$ cat config.mk
export PLATFORM = sky130hd
export DESIGN_NAME = alu_add_sub_pipe
export DESIGN_NICKNAME = d
export VERILOG_FILES = /design/src/rtl/alu_add_sub_pipe.sv
export SDC_FILE = /design/constraint.sdc
export NUM_CORES = 1
export LEC_CHECK = 0
export CAP_MARGIN = 10
export CORE_UTILIZATION = 40
export CTS_CLUSTER_DIAMETER = 200
export DETAILED_ROUTE_END_ITERATION = 7
export DONT_BUFFER_PORTS = 1
export MAX_ROUTING_LAYER = met4
export PLACE_DENSITY_LB_ADDON = 0.1
export SETUP_SLACK_MARGIN = 0.2
export SLEW_MARGIN = 20
export SYNTH_ARGS = -nofsm -noshare
export SYNTH_HDL_FRONTEND = slang
export SYNTH_SLANG_ARGS = --single-unit
export TNS_END_PERCENT = 100
$ cat constraint.sdc
create_clock -name i_clk -period 13.9 [get_ports i_clk]
set_clock_uncertainty 0.2 [all_clocks]
set_input_delay 4.17 -clock i_clk [delete_from_list [all_inputs] [get_ports i_clk]]
set_output_delay 4.17 -clock i_clk [all_outputs]
set_load 0.01 [all_outputs]
$ cat src/rtl/alu_add_sub_pipe.sv
// Pipelined add/subtract unit: WIDTH bits split into NUM_SEG segments of SEG_W bits,
// one segment per stage, carry registered between stages, valid/ready flow control.
module alu_add_sub_pipe #(
  parameter int WIDTH = 32,
  parameter int SEG_W = 8,
  parameter int TAG_W = 4
) (
  input  logic             i_clk,
  input  logic             i_rst,
  input  logic             i_valid,
  output logic             o_ready,
  input  logic [1:0]       i_op,
  input  logic [WIDTH-1:0] i_a,
  input  logic [WIDTH-1:0] i_b,
  input  logic             i_cin,
  input  logic [TAG_W-1:0] i_tag,
  output logic             o_valid,
  input  logic             i_ready,
  output logic [WIDTH-1:0] o_result,
  output logic             o_carry,
  output logic             o_overflow,
  output logic             o_zero,
  output logic             o_negative,
  output logic [TAG_W-1:0] o_tag
);

  localparam int NUM_SEG = WIDTH / SEG_W;

  logic             advance_s;
  logic [WIDTH-1:0] b_eff_s;
  logic             c0_s;

  // Per-stage inputs: index 0 is the prepared operation, index k is stage k-1's register.
  logic             vin_s [NUM_SEG];
  logic [WIDTH-1:0] ain_s [NUM_SEG];
  logic [WIDTH-1:0] bin_s [NUM_SEG];
  logic [WIDTH-1:0] rin_s [NUM_SEG];
  logic             cin_s [NUM_SEG];
  logic             zin_s [NUM_SEG];
  logic [TAG_W-1:0] tin_s [NUM_SEG];

  assign advance_s = !o_valid || i_ready;
  assign o_ready   = advance_s;

  // Operand preparation: subtraction is a + ~b + 1, the carry-in modes take i_cin.
  always_comb begin
    b_eff_s = i_b;
    c0_s    = 1'b0;
    case (i_op)
      2'b00: begin b_eff_s = i_b;  c0_s = 1'b0;  end
      2'b01: begin b_eff_s = ~i_b; c0_s = 1'b1;  end
      2'b10: begin b_eff_s = i_b;  c0_s = i_cin; end
      2'b11: begin b_eff_s = ~i_b; c0_s = i_cin; end
      default: begin b_eff_s = i_b; c0_s = 1'b0; end
    endcase
  end

  assign vin_s[0] = i_valid;
  assign ain_s[0] = i_a;
  assign bin_s[0] = b_eff_s;
  assign rin_s[0] = {WIDTH{1'b0}};
  assign cin_s[0] = c0_s;
  assign zin_s[0] = 1'b1;
  assign tin_s[0] = i_tag;

  for (genvar k = 0; k < NUM_SEG; k++) begin : g_stage
    logic [SEG_W:0]   sum_s;
    logic [WIDTH-1:0] res_s;
    logic             zero_s;

    // Operands are shifted down so the active segment is always the lowest one;
    // finished result segments enter from the top so they line up after the last stage.
    assign sum_s  = {1'b0, ain_s[k][SEG_W-1:0]} + {1'b0, bin_s[k][SEG_W-1:0]}
                  + {{SEG_W{1'b0}}, cin_s[k]};
    assign res_s  = WIDTH'({sum_s[SEG_W-1:0], rin_s[k]} >> SEG_W);
    assign zero_s = zin_s[k] && (sum_s[SEG_W-1:0] == {SEG_W{1'b0}});

    if (k < NUM_SEG - 1) begin : g_mid
      logic             v_r;
      logic [WIDTH-1:0] a_r;
      logic [WIDTH-1:0] b_r;
      logic [WIDTH-1:0] r_r;
      logic             c_r;
      logic             z_r;
      logic [TAG_W-1:0] t_r;

      // Intermediate stage register; shifts only when the pipe advances.
      always_ff @(posedge i_clk or posedge i_rst) begin
        if (i_rst) begin
          v_r <= 1'b0;
          a_r <= {WIDTH{1'b0}};
          b_r <= {WIDTH{1'b0}};
          r_r <= {WIDTH{1'b0}};
          c_r <= 1'b0;
          z_r <= 1'b0;
          t_r <= {TAG_W{1'b0}};
        end else if (advance_s) begin
          v_r <= vin_s[k];
          a_r <= ain_s[k] >> SEG_W;
          b_r <= bin_s[k] >> SEG_W;
          r_r <= res_s;
          c_r <= sum_s[SEG_W];
          z_r <= zero_s;
          t_r <= tin_s[k];
        end
      end

      assign vin_s[k+1] = v_r;
      assign ain_s[k+1] = a_r;
      assign bin_s[k+1] = b_r;
      assign rin_s[k+1] = r_r;
      assign cin_s[k+1] = c_r;
      assign zin_s[k+1] = z_r;
      assign tin_s[k+1] = t_r;
    end else begin : g_last
      logic msb_c_s;

      // Carry into the MSB recovered from the top bit's operands and sum.
      assign msb_c_s = ain_s[k][SEG_W-1] ^ bin_s[k][SEG_W-1] ^ sum_s[SEG_W-1];

      // Output register; result and flags only change when a real op arrives.
      always_ff @(posedge i_clk or posedge i_rst) begin
        if (i_rst) begin
          o_valid    <= 1'b0;
          o_result   <= {WIDTH{1'b0}};
          o_carry    <= 1'b0;
          o_overflow <= 1'b0;
          o_zero     <= 1'b0;
          o_negative <= 1'b0;
          o_tag      <= {TAG_W{1'b0}};
        end else if (advance_s) begin
          o_valid <= vin_s[k];
          if (vin_s[k]) begin
            o_result   <= res_s;
            o_carry    <= sum_s[SEG_W];
            o_overflow <= msb_c_s ^ sum_s[SEG_W];
            o_zero     <= zero_s;
            o_negative <= sum_s[SEG_W-1];
            o_tag      <= tin_s[k];
          end
        end
      end
    end
  end

endmodule
==> run summary, run 1 <==
gr usage total - 0.169
Hold Vio Cnt, Final - 0
final setup margin - 4.33 ns
Cell Area, Synth - 9360 um^2
Clock Root Buffer - clkbuf_16
Placed Instance Area - 9630 um^2
most frequent cells in the layout - nand2_1 (388), dfrtp_1 (205), o21ai_0 (51)
nets - 1072
Syn Area/Cell - 9.61 um^2
FF-to-FF Start - o_valid
power consumption - 2.50 mW
CTS Hold Buffers Added - 0
DP HPWL - 12300 um
Place WS - 4.31 ns
core area - 22800 um^2
Reg clk slew, reported paths - 0.06 ns
Layout area overhead - 10.7%
crit path launch - i_ready
total number of vias - 6123
die height - 155 um
commonest non-fill, non-tap cell in the layout - nand2_1
clk sinks - 205
DRT Wirelength - 19000 um
Mapped Nets - 1085
fin crit period - 9.57 ns
period utilization - 0.689
fraction of layout cells with a size suffix above 1 - 0.0935
total CTS buffers - 24
CP cell instances - nor2b_4 -> buf_4 -> inv_4
Simple-Gate Fraction of Synth Area - 0.202
DR iter-0 viols - 307
Bufs on Longest Clock Path - 3
post-cts sizing count - 0
gpl congestion - 0.778
drt via density - 4.76
worst skew pair latency - 0.50 ns
vias in the first global route - 6019
IO buf count - 0
outcome - finished, final reports clean
HP Class - reg -> reg
Crit Path Max Fanout - 92
number of diodes - 0
die width - 155 um
DR WL/cell - 14.7 um
slowest stage cell, crit path - buf_4
Synth warnings - 0
setup violators final - 0
Hold Crit Start - g_stage[2].g_mid.r_r[13]
Seq/Total Area, Yosys - 0.548
worst relative slew slack - 0.380
overflow left after global routing - 0
CP startpoint kind - input pin
design area - 10400 um^2
Post-Syn Instances - 974
Layout Utilization - 0.455
first drt pass iteration count - 4
Fin Hold WS - 0.258 ns
residual DRC count - 0
Starting Density - 0.411
critical path arrival - 5.20 ns
main combinational cell family by area after synthesis - simple AND/OR/NAND/NOR gates
post-synth top area share - 0.548
Seq cells post-synth - 205
TritonCTS clock tree - done
top post-synthesis cells by area - dfrtp_1 (55%), nand2_1 (16%), mux2_2 (4.5%)
Crit path buffers/inverters - 2
VDD IR max - 96.3 uV
fmax - 104 MHz
Lkg Pwr - 4.95 nW
Tightest Pin Transition - 0.931 ns
post-route ant nets - 0
XOR/XNOR share of the synthesized area - 0.0421
max incr delay on CP - 0.67 ns
row cnt - 55
Synth Area in Compound Gates - 0.0790
post-CTS setup buffer count - 0
area leader, netlist - dfrtp_1
Crit. End Element - output pin
Total Neg Setup Slack - 0 ns
RSZ-0062 raised after global routing - false
CP required - 9.53 ns
IO Pins - 117
full die area - 24000 um^2
max-cap violations - 0
global-route wire length before repair - 31700 um
Synth Area in Adders - 0.0546
synth unique cells - 48
PD cells - 242 nW/um^2
Worst path top cell family by delay - buffers and inverters
DP Cell Count - 1248
mux contribution to synthesized area - 0.0477
depth of the CTS H-tree - 1
initial antenna violation count - 0
fin. max-slew vios - 0
Setup CP Type - in -> out
Final Non-Filler Cells - 1286
pin count of the biggest net entering global routing - 97
[logic make-up (layout without fill, tap and decap cells)]
| kind of cell | after synthesis | after routing |
|---|---|---|
| AO/OA/AOI/OAI | 122 | 122 |
| XOR/XNOR | 45 | 45 |
| adder cells (fa/ha/maj) | 36 | 36 |
| buffers and inverters | 60 | 59 |
| flip-flops | 205 | 205 |
| multiplexers | 40 | 40 |
| AND/OR/NAND/NOR | 466 | 466 |
[cell usage after synthesis (all sizes together)]
cell       n
or3        3
o21ai     55
nor4       2
ha        28
o21a       6
or2        2
or4        2
nor2      25
xor2      14
or3b       4
xnor2     31
a2111oi    1
o21bai     2
o211ai     7
nor3       8
nand2    389
a221oi     3
buf       19
o31ai      6
and4       2
a21oi     23
fa         8
nand4b     1
clkbuf    27
nand2b     5
nor2b      8
inv       14
nand4      2
a211o      1
o31a       2
dfrtp    205
a21boi     1
o32ai      1
nor3b      5
a21o       8
mux2i      3
nand3      7
a211oi     6
nand3b     1
mux2      37
[power by group]
group          internal [mW]  switching (mW)  total, mW
sequential             0.859           0.185       1.04
combinational          0.383           0.494      0.877
clock                  0.346           0.238      0.583
total                   1.59           0.916       2.50
[worst register-to-register path, stage by stage, from the launching register on]
cell	delay, ns
dfrtp_1	0.39
nor2b_4	0.15
buf_4	0.67
inv_4	0.28
nand2_2	0.37
buf_4	0.48
mux2_2	0.40
[flip-flops by register name (all words and copies together) (netlist names), 4 cells and up]
name               flops
g_stage.g_mid.b_r     48
g_stage.g_mid.a_r     48
g_stage.g_mid.r_r     48
o_tag                  4
o_result              32
g_stage.g_mid.t_r     12
[layer usage]
layer,track usage,share of wire,vias up,wire [um]
met2,0.237,0.42,107,7880
met5,-,0,-,0
met4,0.0410,0.017,0,329
li1,-,-,3158,-
met1,0.246,0.52,2837,9780
met3,0.0362,0.051,21,964
[final timing paths]
kind	end	slack [ns]	cells past startpoint
setup / recovery	o_ready	4.33	3
hold / removal	g_stage[2].g_mid.r_r[13]	0.26	2
setup reg to reg	o_result[21]	10.84	6
hold reg to reg	g_stage[2].g_mid.r_r[13]	0.26	2
max in group asynchronous	g_stage[1].g_mid.a_r[1]	8.16	3
min in group asynchronous	o_overflow	3.40	1
[layout make-up]
class | count | area, um^2
Multi-Input combinational cell | 709 | 3990
Clock inverter | 6 | 36.3
Timing Repair Buffer | 7 | 52.6
Tap cell | 313 | 392
Fill cell | 2295 | 12400
Inverter | 14 | 62.6
Sequential cell | 205 | 5130
Clock buffer | 32 | 692
(Power assumes the default switching activity.)
==> inputs of run 2 (changes only) <==
--- a/config.mk
+++ b/config.mk
@@ -5,6 +5,7 @@
 export SDC_FILE = /design/constraint.sdc
 export NUM_CORES = 1
 export LEC_CHECK = 0
+export ABC_AREA = 1
 export CAP_MARGIN = 10
 export CORE_UTILIZATION = 40
 export CTS_CLUSTER_DIAMETER = 200
==> constraint.sdc (replaced) <==
create_clock -name i_clk -period 9 [get_ports i_clk]
set_clock_uncertainty 0.2 [all_clocks]
set_input_delay 2.7 -clock i_clk [delete_from_list [all_inputs] [get_ports i_clk]]
set_output_delay 2.7 -clock i_clk [all_outputs]
set_load 0.01 [all_outputs]
==> run 2 against run 1 <==
Against the previous run: core utilization up 0.35 points; sequential cell count unchanged; via count up 6.9%; critical endpoint unchanged.
==> run summary, run 2 <==
Synth async-reset ratio - 1.00 (unchanged)
power consumption - 3.84 mW (was 2.50 mW)
total CTS buffers - 24 (unchanged)
overflow left after global routing - 0 (unchanged)
CP required - 6.10 ns (was 9.53 ns)
gpl congestion - 0.810 (was 0.778)
Sw Ratio - 0.381 (was 0.366)
die height - 156 um (was 155 um)
worst skew pair latency - 0.50 ns (about the same)
DRT Wirelength - 19300 um (was 19000 um)
total number of vias - 6546 (was 6123)
count leader, synth - nand2_1 (unchanged)
clk sinks - 205 (unchanged)
CP cell instances - inv_1 -> nand2_4 (was nor2b_4 -> buf_4 -> inv_4)
sequential power share - 0.409 (was 0.417)
Hold Vio Cnt, Final - 0 (unchanged)
IO buf count - 0 (unchanged)
TritonCTS clock tree - done (unchanged)
Crit path buffers/inverters - 1 (was 2)
VDD IR max - 128 uV (was 96.3 uV)
Post-synth EDFFs - 0 (unchanged)
fin crit period - 5.93 ns
worst relative slew slack - 0.346 (was 0.380)
Largest regs - g_stage.g_mid.a_r (48), g_stage.g_mid.b_r (48), g_stage.g_mid.r_r (48) (unchanged)
number of fill cells - 2308 (was 2295)
Sw Pwr - 1.46 mW (was 0.916 mW)
synth unique cells - 30 (was 48)
Reg clk slew, reported paths - 0.06 ns (about the same)
setup violators final - 0 (unchanged)
vias in the first global route - 6336 (was 6019)
CTS Hold Buffers Added - 0 (unchanged)
Total Neg Setup Slack - 0 ns (unchanged)
drt via density - 4.64 (was 4.76)
Seq/Total Area, Yosys - 0.541 (was 0.548)
critical path arrival - 3.03 ns (was 5.20 ns)
most frequent cells in the layout - nand2_1 (405), dfrtp_1 (205), o21ai_0 (128) (was nand2_1 (388), dfrtp_1 (205), o21ai_0 (51))
IO Pins - 117 (unchanged)
Worst path top cell family by delay - simple AND/OR/NAND/NOR gates (was buffers and inverters)
Syn Area/Cell - 8.63 um^2 (was 9.61 um^2)
Clock Root Buffer - clkbuf_16 (unchanged)
full die area - 24300 um^2 (was 24000 um^2)
Gate power share - 0.337 (was 0.350)
CP startpoint kind - input pin (unchanged)
Cell Area, Synth - 9490 um^2 (was 9360 um^2)
core area - 22900 um^2 (was 22800 um^2)
DR iter-0 viols - 399 (was 307)
synth cell count leaders - nand2_1 (405), dfrtp_1 (205), o21ai_0 (128) (was nand2_1 (389), dfrtp_1 (205), o21ai_0 (51))
number of diodes - 0 (unchanged)
slowest stage cell, crit path - nand2_4 (was buf_4)
post-synth top area share - 0.541 (was 0.548)
first drt pass iteration count - 4 (unchanged)
HP Class - reg -> reg (unchanged)
Synth warnings - 0 (unchanged)
die width - 156 um (was 155 um)
Seq cells post-synth - 205 (unchanged)
P_int - 2.38 mW (was 1.59 mW)
Bufs on Longest Clock Path - 3 (unchanged)
max incr delay on CP - 0.27 ns (was 0.67 ns)
fin. max-slew vios - 0 (unchanged)
initial antenna violation count - 0 (unchanged)
post-route ant nets - 0 (unchanged)
area leader, netlist - dfrtp_1 (unchanged)
gr usage total - 0.170 (was 0.169)
post-cts sizing count - 0 (unchanged)
pin count of the biggest net entering global routing - 129 (was 97)
global-route wire length before repair - 32500 um (was 31700 um)
DP HPWL - 12800 um (was 12300 um)
period utilization - 0.659
depth of the CTS H-tree - 1 (unchanged)
mux contribution to synthesized area - 0.00105 (was 0.0477)
Simple-Gate Fraction of Synth Area - 0.212 (was 0.202)
Starting Density - 0.414 (was 0.411)
Lkg Pwr - 5.26 nW (was 4.95 nW)
Mapped Nets - 1210 (was 1085)
XOR/XNOR share of the synthesized area - 0.0342 (was 0.0421)
fraction of layout cells with a size suffix above 1 - 0.0474 (was 0.0935)
outcome - finished, final reports clean (unchanged)
max-cap violations - 0 (unchanged)
Synth Flop Type - dfrtp_1 (unchanged)
nets - 1192 (was 1072)
fmax - 169 MHz
Synth Area in Compound Gates - 0.0910 (was 0.0790)
top post-synthesis cells by area - dfrtp_1 (54%), nand2_1 (16%), o21ai_0 (6.8%) (was dfrtp_1 (55%), nand2_1 (16%), mux2_2 (4.5%))
Crit Path Max Fanout - 34 (was 92)
Clock power frac - 0.254 (was 0.233)
main combinational cell family by area after synthesis - simple AND/OR/NAND/NOR gates (unchanged)
residual DRC count - 0 (unchanged)
Setup CP Type - in -> out (unchanged)
Crit. End Element - output pin (unchanged)
Post-Syn Instances - 1099 (was 974)
Synth Area in Adders - 0.0538 (was 0.0546)
post-CTS setup buffer count - 0 (unchanged)
DR WL/cell - 13.7 um (was 14.7 um)
Tightest Pin Transition - 0.980 ns (was 0.931 ns)
commonest non-fill, non-tap cell in the layout - nand2_1 (unchanged)
row cnt - 55 (unchanged)
Layout area overhead - 10.7% (about the same)
RSZ-0062 raised after global routing - false (unchanged)
PD cells - 366 nW/um^2 (was 242 nW/um^2)
run 2: cell families after synthesis:
family | count (synthesis)
multiplexers | 1
AO/OA/AOI/OAI | 170
flip-flops | 205
XOR/XNOR | 37
AND/OR/NAND/NOR | 499
adder cells (fa/ha/maj) | 36
buffers and inverters | 151
run 2: power by group through the flow:
stage	combinational, mW	clock (mW)	sequential, mW
2_1_floorplan	1.07	0	1.52
3_3_place_gp	1.30	0	1.58
3_5_place_dp	1.31	0	1.59
4_1_cts	1.32	1.00	1.58
5_1_grt	1.55	1.05	1.63
6_report	1.30	0.977	1.57
run 2: final timing paths:
| kind | to | cells past startpoint | from | slack [ns] |
|---|---|---|---|---|
| worst max-delay path | o_ready | 2 | i_ready | 3.07 |
| worst min-delay path | g_stage[1].g_mid.b_r[8] | 2 | g_stage[1].g_mid.b_r[8] | 0.27 |
| worst max register to register | o_result[29] | 5 | o_valid | 6.10 |
| worst min register to register | g_stage[1].g_mid.b_r[8] | 2 | g_stage[1].g_mid.b_r[8] | 0.27 |
| max in group asynchronous | g_stage[1].g_mid.r_r[28] | 3 | i_rst | 5.29 |
| min in group asynchronous | g_stage[0].g_mid.a_r[11] | 1 | i_rst | 2.03 |
run 2: metrics by stage:
stage | instances | instance area (um^2) | util | hold WS (ns) | setup slack (ns)
CTS | 1410 | 10500 | 0.457 | 0.273 | 3.06
global route | 1411 | 10500 | 0.458 | 0.287 | 3.03
floorplan | 1099 | 9490 | - | 0.242 | 0.504
finish | 1411 | 10500 | 0.458 | 0.271 | 3.07
detailed placement | 1367 | 9660 | 0.422 | 0.260 | 3.06
global placement | 1367 | 9660 | 0.422 | 0.256 | 3.06
run 2: layout make-up:
type	instances	area [um^2]	area share
inverter	102	393	0.0374
clock inverter	8	97.6	0.00929
sequential	205	5130	0.489
timing repair buffer	5	57.6	0.00548
tap	313	392	0.0373
multi-input combinational	743	3720	0.354
clock buffer	35	713	0.0679
run 2: metal layers:
layer | track usage | vias to the layer above | part of all wire
li1 | - | 3436 | -
met1 | 0.256 | 2964 | 0.54
met4 | 0.0387 | 0 | 0.014
met5 | - | - | 0
met3 | 0.0367 | 23 | 0.056
met2 | 0.232 | 123 | 0.39
==> inputs of run 3 (changes only) <==
==> constraint.sdc (replaced) <==
create_clock -name i_clk -period 5.1 [get_ports i_clk]
set_clock_uncertainty 0.2 [all_clocks]
set_input_delay 1.53 -clock i_clk [delete_from_list [all_inputs] [get_ports i_clk]]
set_output_delay 1.53 -clock i_clk [all_outputs]
set_load 0.01 [all_outputs]
==> run 3 against run 2 <==
Against the previous run: first-iteration DRC count down 2.3%; die area unchanged; global-route usage increased by 0.30 points; final cell count hardly changed; sequential cell count unchanged; hold slack worse by 0.010 ns; setup slack got worse by 1.6 ns; critical path depth is the same; sequential power rose by 76%; sequential share of layout area increased by 0.12 points; clock power is 70% higher.
==> run summary, run 3 (same netlist as run 2, synthesis figures left out) <==
outcome - finished, final reports clean (unchanged)
die height - 156 um (unchanged)
post-CTS setup buffer count - 0 (unchanged)
final setup margin - 1.50 ns (was 3.07 ns)
CP required - 3.37 ns (was 6.10 ns)
residual DRC count - 0 (unchanged)
gpl congestion - 0.837 (was 0.810)
fin crit period - 3.60 ns
Largest regs - g_stage.g_mid.a_r (48), g_stage.g_mid.b_r (48), g_stage.g_mid.r_r (48) (unchanged)
clk sinks - 205 (unchanged)
Setup CP Type - in -> out (unchanged)
CP cell instances - inv_1 -> nand2_4 (unchanged)
DRT Wirelength - 19500 um (was 19300 um)
IO Pins - 117 (unchanged)
post-cts sizing count - 0 (unchanged)
worst flop-to-flop path endpoint - o_result[29] (unchanged)
DP Cell Count - 1369 (was 1367)
Clock Root Buffer - clkbuf_16 (unchanged)
worst skew pair latency - 0.51 ns (was 0.50 ns)
VDD IR max - 347 uV (was 128 uV)
Layout Utilization - 0.457 (was 0.458)
nets - 1193 (was 1192)
worst relative slew slack - 0.345 (was 0.346)
Lkg Pwr - 5.26 nW (about the same)
setup violators final - 0 (unchanged)
overflow left after global routing - 0 (unchanged)
RSZ-0062 raised after global routing - false (unchanged)
fraction of layout cells with a size suffix above 1 - 0.0482 (was 0.0474)
total number of vias - 6566 (was 6546)
number of diodes - 0 (unchanged)
post-route ant nets - 0 (unchanged)
period utilization - 0.706
gr usage total - 0.173 (was 0.170)
Worst path top cell family by delay - simple AND/OR/NAND/NOR gates (unchanged)
CTS Hold Buffers Added - 0 (unchanged)
FF-to-FF Start - o_valid (unchanged)
vias in the first global route - 6266 (was 6336)
critical path arrival - 1.87 ns (was 3.03 ns)
Layout area overhead - 10.4% (was 10.7%)
pin count of the biggest net entering global routing - 129 (unchanged)
crit path launch - i_ready (unchanged)
Place WS - 1.16 ns (was 3.06 ns)
first drt pass iteration count - 4 (unchanged)
Starting Density - 0.414 (unchanged)
Hold Vio Cnt, Final - 0 (unchanged)
fin. max-slew vios - 0 (unchanged)
CP startpoint kind - input pin (unchanged)
slack of the worst reg-to-reg path - 2.35 ns (was 6.10 ns)
most frequent cells in the layout - nand2_1 (405), dfrtp_1 (205), o21ai_0 (128) (unchanged)
Crit path buffers/inverters - 1 (unchanged)
Tightest Pin Transition - 0.981 ns (was 0.980 ns)
full die area - 24300 um^2 (unchanged)
commonest non-fill, non-tap cell in the layout - nand2_1 (unchanged)
Reg clk slew, reported paths - 0.06 ns (about the same)
global-route wire length before repair - 32800 um (was 32500 um)
TritonCTS clock tree - done (unchanged)
drt via density - 4.65 (was 4.64)
Crit Path Max Fanout - 34 (unchanged)
max-cap violations - 0 (unchanged)
DR WL/cell - 13.8 um (was 13.7 um)
depth of the CTS H-tree - 1 (unchanged)
initial antenna violation count - 0 (unchanged)
die width - 156 um (unchanged)
row cnt - 55 (unchanged)
Bufs on Longest Clock Path - 3 (unchanged)
PD cells - 643 nW/um^2 (was 366 nW/um^2)
total CTS buffers - 24 (unchanged)
Final Non-Filler Cells - 1412 (was 1411)
DR iter-0 viols - 390 (was 399)
IO buf count - 0 (unchanged)
DP HPWL - 13200 um (was 12800 um)
Total Neg Setup Slack - 0 ns (unchanged)
fmax - 278 MHz
slowest stage cell, crit path - nand2_4 (unchanged)
path length in cells of the critical path - 2 (unchanged)
Crit. End Element - output pin (unchanged)
core area - 22900 um^2 (unchanged)
HP Class - reg -> reg (unchanged)
max incr delay on CP - 0.30 ns (was 0.27 ns)
reg2reg path depth - 5 (unchanged)
end point of the critical path - o_ready (unchanged)
==> run 3: cell count changes in the layout (fill, tap and decap cells not counted), sizes merged <==
| cell | change |
|---|---|
| bufinv | -1 |
| buf | +1 |
| inv | -1 |
| clkbuf | -1 |
| clkinvlp | -2 |
| clkinv | +5 |
==> run 3: per-layer routing <==
metal / vias to the layer above / GRT usage / part of all wire
li1: 3430 / - / -
met1: 2989 / 0.268 / 0.54
met2: 119 / 0.232 / 0.39
met3: 28 / 0.0289 / 0.048
met4: 0 / 0.0448 / 0.022
met5: - / - / 0
==> run 3: worst min-delay path by stage <==
stage	from	endpoint	slack [ns]	cells past startpoint
3_3_place_gp	g_stage[1].g_mid.b_r[14]	g_stage[1].g_mid.b_r[14]	0.25	2
6_report	g_stage[1].g_mid.a_r[8]	g_stage[2].g_mid.a_r[0]	0.26	2
4_1_cts	g_stage[1].g_mid.a_r[8]	g_stage[2].g_mid.a_r[0]	0.26	2
2_1_floorplan	g_stage[0].g_mid.a_r[23]	g_stage[0].g_mid.a_r[23]	0.24	2
3_5_place_dp	g_stage[1].g_mid.a_r[13]	g_stage[2].g_mid.a_r[5]	0.26	2
5_1_grt	g_stage[1].g_mid.r_r[16]	g_stage[1].g_mid.r_r[16]	0.28	2
==> run 3: through the flow <==
step	power [mW]	instance area, um^2	hold WS, ns
after CTS	6.85	10500	0.262
after global placement	5.10	9700	0.254
after global routing	7.40	10500	0.281
final	6.73	10500	0.260
after floorplan	4.58	9490	0.242
after detailed placement	5.14	9700	0.258
==> run 3: report_power, final <==
part / total (mW) / switching (mW) / internal [mW]
sequential: 2.77 / 0.450 / 2.32
combinational: 2.30 / 1.48 / 0.815
clock: 1.66 / 0.659 / 1.00
total: 6.73 / 2.59 / 4.14
==> run 3: layout make-up <==
| class | instances | area [um^2] |
|---|---|---|
| Fill cell | 2279 | 12400 |
| Sequential cell | 205 | 5130 |
| Multi-Input combinational cell | 743 | 3720 |
| Clock buffer | 34 | 699 |
| Tap cell | 313 | 392 |
| Inverter | 102 | 389 |
| Clock inverter | 9 | 77.6 |
| Timing Repair Buffer | 6 | 70.1 |
